File: src/rtl/decode_imm_arith_pipe.sv
// OP-IMM / OP-IMM-32 decoder between fetch and execute issue.
// Valid/ready in and out, one-entry skid buffer, flush, saturating illegal counter.

package decode_imm_arith_pkg;
  typedef enum logic [3:0] {
    iak_invalid = 4'd0,
    iak_addi,
    iak_slti,
    iak_sltiu,
    iak_xori,
    iak_ori,
    iak_andi,
    iak_slli,
    iak_srli,
    iak_srai,
    iak_addiw,
    iak_slliw,
    iak_srliw,
    iak_sraiw
  } imm_arith_kind_t;
endpackage

module decode_imm_arith_pipe
  import decode_imm_arith_pkg::*;
#(
  parameter int unsigned XLEN  = 32,
  parameter int unsigned CNT_W = 16
) (
  input  logic                  clk,
  input  logic                  rst,
  input  logic                  flush,
  input  logic                  in_valid,
  output logic                  in_ready,
  input  logic [31:0]           in_instr,
  output logic                  out_valid,
  input  logic                  out_ready,
  output imm_arith_kind_t       out_kind,
  output logic                  out_illegal,
  output logic [4:0]            out_rd,
  output logic [4:0]            out_rs1,
  output logic [XLEN-1:0]       out_imm,
  output logic [5:0]            out_shamt,
  output logic [CNT_W-1:0]      illegal_count
);

  typedef struct packed {
    imm_arith_kind_t kind;
    logic            illegal;
    logic [4:0]      rd;
    logic [4:0]      rs1;
    logic [XLEN-1:0] imm;
    logic [5:0]      shamt;
  } dec_t;

  localparam dec_t DecReset = '{kind: iak_invalid, illegal: 1'b0, rd: '0, rs1: '0,
                                imm: '0, shamt: '0};

  function automatic dec_t decode(input logic [31:0] instr);
    dec_t       d;
    logic [6:0] f7;
    logic [2:0] f3;
    f7      = instr[31:25];
    f3      = instr[14:12];
    d.kind  = iak_invalid;
    d.rd    = instr[11:7];
    d.rs1   = instr[19:15];
    d.imm   = {{(XLEN-12){instr[31]}}, instr[31:20]};
    d.shamt = '0;
    case (instr[6:0])
      7'b0010011: begin
        case (f3)
          3'b000: d.kind = iak_addi;
          3'b010: d.kind = iak_slti;
          3'b011: d.kind = iak_sltiu;
          3'b100: d.kind = iak_xori;
          3'b110: d.kind = iak_ori;
          3'b111: d.kind = iak_andi;
          3'b001: begin
            if ((XLEN == 32) ? (f7 == 7'b0000000) : (instr[31:26] == 6'b000000))
              d.kind = iak_slli;
          end
          3'b101: begin
            if ((XLEN == 32) ? (f7 == 7'b0000000) : (instr[31:26] == 6'b000000))
              d.kind = iak_srli;
            else if ((XLEN == 32) ? (f7 == 7'b0100000) : (instr[31:26] == 6'b010000))
              d.kind = iak_srai;
          end
          default: d.kind = iak_invalid;
        endcase
      end
      7'b0011011: begin
        if (XLEN == 64) begin
          case (f3)
            3'b000: d.kind = iak_addiw;
            3'b001: if (f7 == 7'b0000000) d.kind = iak_slliw;
            3'b101: begin
              if (f7 == 7'b0000000)      d.kind = iak_srliw;
              else if (f7 == 7'b0100000) d.kind = iak_sraiw;
            end
            default: d.kind = iak_invalid;
          endcase
        end
      end
      default: d.kind = iak_invalid;
    endcase
    // Only shift kinds carry a shift amount; the word forms are always 5 bits.
    case (d.kind)
      iak_slli, iak_srli, iak_srai:
        d.shamt = (XLEN == 64) ? instr[25:20] : {1'b0, instr[24:20]};
      iak_slliw, iak_srliw, iak_sraiw:
        d.shamt = {1'b0, instr[24:20]};
      default: d.shamt = '0;
    endcase
    d.illegal = (d.kind == iak_invalid);
    return d;
  endfunction

  dec_t             main_q, main_d;
  logic             main_valid_q, main_valid_d;
  logic [31:0]      skid_instr_q, skid_instr_d;
  logic             skid_valid_q, skid_valid_d;
  logic [CNT_W-1:0] cnt_q, cnt_d;

  dec_t in_dec, skid_dec;
  logic in_fire, out_fire, main_free;

  // The skid holds the raw word and is decoded when it moves into main.
  assign in_dec    = decode(in_instr);
  assign skid_dec  = decode(skid_instr_q);
  assign in_ready  = rst & ~skid_valid_q;
  assign in_fire   = in_valid & in_ready;
  assign out_fire  = main_valid_q & out_ready;
  assign main_free = ~main_valid_q | out_ready;

  always_comb begin
    main_d       = main_q;
    main_valid_d = main_valid_q;
    skid_instr_d = skid_instr_q;
    skid_valid_d = skid_valid_q;
    cnt_d        = cnt_q;
    if (out_fire && main_q.illegal && (cnt_q != '1))
      cnt_d = cnt_q + 1'b1;
    if (flush) begin
      main_d       = DecReset;
      main_valid_d = 1'b0;
      skid_instr_d = '0;
      skid_valid_d = 1'b0;
    end else if (main_free) begin
      if (skid_valid_q) begin
        main_d       = skid_dec;
        main_valid_d = 1'b1;
        skid_valid_d = 1'b0;
      end else if (in_fire) begin
        main_d       = in_dec;
        main_valid_d = 1'b1;
      end else begin
        main_valid_d = 1'b0;
      end
    end else if (in_fire) begin
      skid_instr_d = in_instr;
      skid_valid_d = 1'b1;
    end
  end

  always_ff @(posedge clk or negedge rst) begin
    if (!rst) begin
      main_q       <= DecReset;
      main_valid_q <= 1'b0;
      skid_instr_q <= '0;
      skid_valid_q <= 1'b0;
      cnt_q        <= '0;
    end else begin
      main_q       <= main_d;
      main_valid_q <= main_valid_d;
      skid_instr_q <= skid_instr_d;
      skid_valid_q <= skid_valid_d;
      cnt_q        <= cnt_d;
    end
  end

  assign out_valid     = main_valid_q;
  assign out_kind      = main_q.kind;
  assign out_illegal   = main_q.illegal;
  assign out_rd        = main_q.rd;
  assign out_rs1       = main_q.rs1;
  assign out_imm       = main_q.imm;
  assign out_shamt     = main_q.shamt;
  assign illegal_count = cnt_q;

endmodule

File: config.mk
export PLATFORM = sky130hd
export DESIGN_NAME = decode_imm_arith_pipe
export DESIGN_NICKNAME = d
export VERILOG_FILES = /design/src/rtl/decode_imm_arith_pipe.sv
export SDC_FILE = /design/constraint.sdc
export NUM_CORES = 1
export LEC_CHECK = 0
export CAP_MARGIN = 20
export CORE_MARGIN = 2
export CORE_UTILIZATION = 49
export DETAILED_ROUTE_END_ITERATION = 16
export GPL_TIMING_DRIVEN = 0
export PLACE_DENSITY = 0.9
export SYNTH_ARGS = -nofsm -noshare
export SYNTH_HDL_FRONTEND = slang
export SYNTH_SLANG_ARGS = --single-unit
File: constraint.sdc
create_clock -name clk -period 2 [get_ports clk]
set_input_delay 0.4 -clock clk [delete_from_list [all_inputs] [get_ports clk]]
set_output_delay 0.4 -clock clk [all_outputs]
set_load 0.005 [all_outputs]
==> results <==
==> power groups by stage <==
stage | sequential [uW] | clock (uW) | combinational [uW]
after global placement | 1810 | 0 | 557
after global routing | 1790 | 1360 | 660
final | 1780 | 1290 | 607
after CTS | 1780 | 1300 | 607
after floorplan | 1810 | 0 | 209
after detailed placement | 1820 | 0 | 579
==> kinds of logic after synthesis <==
logic type,count (synthesis)
xor gates and xnor gates,15
and+or+nand+nor,133
DFF,82
AOI/OAI and AO/OA,80
adders and majority gates,1
buffers and inverters,45
other,1
muxes,23
==> worst min-delay path by stage <==
stage / start / endpoint / cells after the start
2_1_floorplan: rst / illegal_count[0] / 0
4_1_cts: rst / illegal_count[9] / 2
5_1_grt: rst / illegal_count[9] / 2
3_3_place_gp: out_imm[4] / out_imm[4] / 2
6_report: rst / illegal_count[9] / 2
3_5_place_dp: rst / illegal_count[9] / 1
==> placed cells by master (no fill, tap or decap), types with 8 or more instances in the layout <==
cell,count
clkbuf_8,9
nand3_1,21
clkbuf_1,8
dfrtp_1,81
a22o_1,33
clkdlybuf4s50_1,104
o31ai_1,21
nor2_1,11
nand2_1,39
nand4_1,12
buf_4,26
mux2i_1,22
xor2_1,9
==> metal layers <==
metal / GRT usage / vias to the layer above
met5: 0 / -
met1: 0.320 / 1720
met4: 0.106 / 0
li1: - / 1636
met3: 0.0403 / 30
met2: 0.399 / 185
==> sequential cells by signal, summed over array words and instances, names as in the netlist, 4 cells and up <==
| register | flops |
|---|---|
| illegal_count | 16 |
| out_imm | 12 |
| out_kind | 4 |
| out_rd | 5 |
| out_rs1 | 5 |
| out_shamt | 5 |
| skid_instr_q | 32 |
==> synthesized netlist by cell type (2+ instances only) <==
library cell   n
dfrtp_1       82
nand2_1       39
a22o_1        33
mux2i_1       22
buf_4         21
nand3_1       21
o31ai_1       21
clkbuf_1      13
nand4_1       12
nor2_1        11
xor2_1         9
nor3_1         8
buf_2          6
xnor2_1        6
nand2b_1       5
nor2b_1        5
nor4_1         5
a211oi_1       3
a21oi_1        3
and3_1         3
inv_1          3
nand3b_1       3
o21ai_0        3
or3_1          3
or4_1          3
a221o_1        2
a31oi_1        2
a32oi_1        2
buf_1          2
nor4_4         2
or4b_1         2
==> stage by stage <==
stage	power, uW	setup slack (ns)	util
6_report	3670	0.0592	0.687
5_1_grt	3810	-0.0512	0.687
4_1_cts	3680	0.00545	0.683
3_5_place_dp	2400	-0.410	0.650
3_3_place_gp	2370	-3.38	0.647
2_1_floorplan	2020	0.378	-
==> final cells by class <==
cell class / count / area [sq um] / share of cell area
clock buffers: 10 / 128 / 0.0228
plain buffers: 42 / 254 / 0.0455
well taps: 105 / 131 / 0.0235
flip-flops and latches: 82 / 2050 / 0.368
multi-input cells: 253 / 1810 / 0.324
repair buffers: 110 / 1120 / 0.200
clock inverters: 5 / 78.8 / 0.0141
inverters: 3 / 11.3 / 0.00202
==> critical path, cell delays in order, from the launching register on <==
cell and delay [ns]:
dfrtp_1 0.37, buf_4 0.18, nor2b_4 0.13, clkdlybuf4s50_1 0.51
==> timing repair <==
item | CTS | global route
gates resized for setup | 7 | 14
setup endpoints to repair | 33 | 46
hold buffers | 1 | 0
endpoints found under the hold margin | 25 | 0
buffers inserted | 3 | 0
pin swaps | 0 | 0
==> results.sh <==
export IMPL_clkPwrFrac=0.351
export IMPL_die_h_um=95.3
export IMPL_synth_top_family_by_area="simple AND/OR/NAND/NOR gates"
export IMPL_hold_ws_ns=0.0509
export IMPL_yosys_area_share_simple=0.183
export IMPL_critPathLaunchType="flop"
export IMPL_routed_top_layer="met4"
export IMPL_hold_class="in -> async"
export IMPL_synthAdderAreaFrac=0.00306
export IMPL_power_density_nw_per_um2=657
export IMPL_drcViolationCount=0
export IMPL_insertion_delay_ns=0.36
export IMPL_drt_iter0_drc=352
export IMPL_grt_pass1_vias=3388
export IMPL_htreeDepth=3
export IMPL_cts_sinks=82
export IMPL_finalSetupViolations=0
export IMPL_port_buffer_count=105
export IMPL_ys_ff_latch=82
export IMPL_clock_fmax_ghz=0.515
export IMPL_synthTopCellsByArea="dfrtp_1 (50%), a22o_1 (7.1%), mux2i_1 (5.4%)"
export IMPL_combPwrFrac=0.165
export IMPL_yosysWarnings=0
export IMPL_core_area_sq_um=8130
export IMPL_placed_area_sq_um=5290
export IMPL_p_int_uw=2770
export IMPL_design_area_sq_um=5590
export IMPL_criticalPathCategory="reg -> out"
export IMPL_min_period_ns=1.94
export IMPL_tightest_slew_ns=0.798
export IMPL_via_per_inst=5.85
export IMPL_r2r_slack_ns=0.12
export IMPL_grt_pass1_wl_um=16900
export IMPL_ir_worst_vdd_uv=438
export IMPL_dp_hpwl_um=7740
export IMPL_muxShareOfSynthArea=0.0576
export IMPL_layout_nets=539
export IMPL_async_flop_share=1.00
export IMPL_cp_arrival_ns=1.54
export IMPL_grt_max_degree=58
export IMPL_fin_crit_sh=0.970
export IMPL_cts_tree="yes"
export IMPL_synth_top_cell_by_area="dfrtp_1"
export IMPL_yosysSeqAreaShare=0.503
export IMPL_rr_worst_depth=4
export IMPL_antenna_found_initial=0
export IMPL_r2r_end="illegal_count[1]"
export IMPL_fin_setup_tns_ns=0
export IMPL_netSwitchingPower_uw=897
export IMPL_start_util=0.502
export IMPL_die_w_um=95.3
export IMPL_wl_um=10600
export IMPL_share_seq_of_total_power=0.484
export IMPL_cts_buffers=9
export IMPL_synth_cell_type_count=56
export IMPL_crit_end="in_ready"
export IMPL_antenna_cells=0
export IMPL_ys_flop_type="dfrtp_1"
export IMPL_synth_area_per_cell_sq_um=10.7
export IMPL_hold_viol_final=0
export IMPL_synth_compound_area_frac=0.158
export IMPL_status="finished, final reports clean"
export IMPL_timing_rr_start="illegal_count[6]"
export IMPL_placed_cells=591
export IMPL_required_ns=1.60
export IMPL_drt_first_pass_iters=5
export IMPL_synthCells=380
export IMPL_instances_no_fill=610
export IMPL_area_delta_synth_final_pct=36.8
export IMPL_overflow=0
export IMPL_syn_nets=418
export IMPL_rsz0062_at_grt="yes"
export IMPL_synth_top_area_share=0.503
export IMPL_clock_skew_ns=0.0148
export IMPL_crit_start="skid_valid_q"
export IMPL_routabilityCongestion=0.892
export IMPL_ioPinCount=108
export IMPL_clock_path_buffers=2
export IMPL_p_sw_frac=0.244
export IMPL_clkTransAtPathRegs_ns=0.08
export IMPL_ant_nets=0
export IMPL_met3WireLength_um=816
export IMPL_p_leak_uw=0.00241
export IMPL_vias=3571
export IMPL_synth_edf_count=0
export IMPL_met1_length_um=4280
export IMPL_num_rows=33
export IMPL_slew_viol_final=0
export IMPL_wl_per_cell_um=17.4
export IMPL_max_slew_margin=0.468
export IMPL_track_usage=0.244
export IMPL_drv_cap=0
export IMPL_cts_root_buf="clkbuf_8"
export IMPL_synth_xor_area_frac=0.0322
export IMPL_nFillCells=600
export IMPL_wl_met2_um=5250
export IMPL_endpoint_kind="output port"
export IMPL_die_area_sq_um=9080
export IMPL_drive_gt1_frac=0.139
export IMPL_netlist_area_sq_um=4080
export IMPL_path_max_fanout=8
Note: power is estimated with default switching activity, not from simulation.
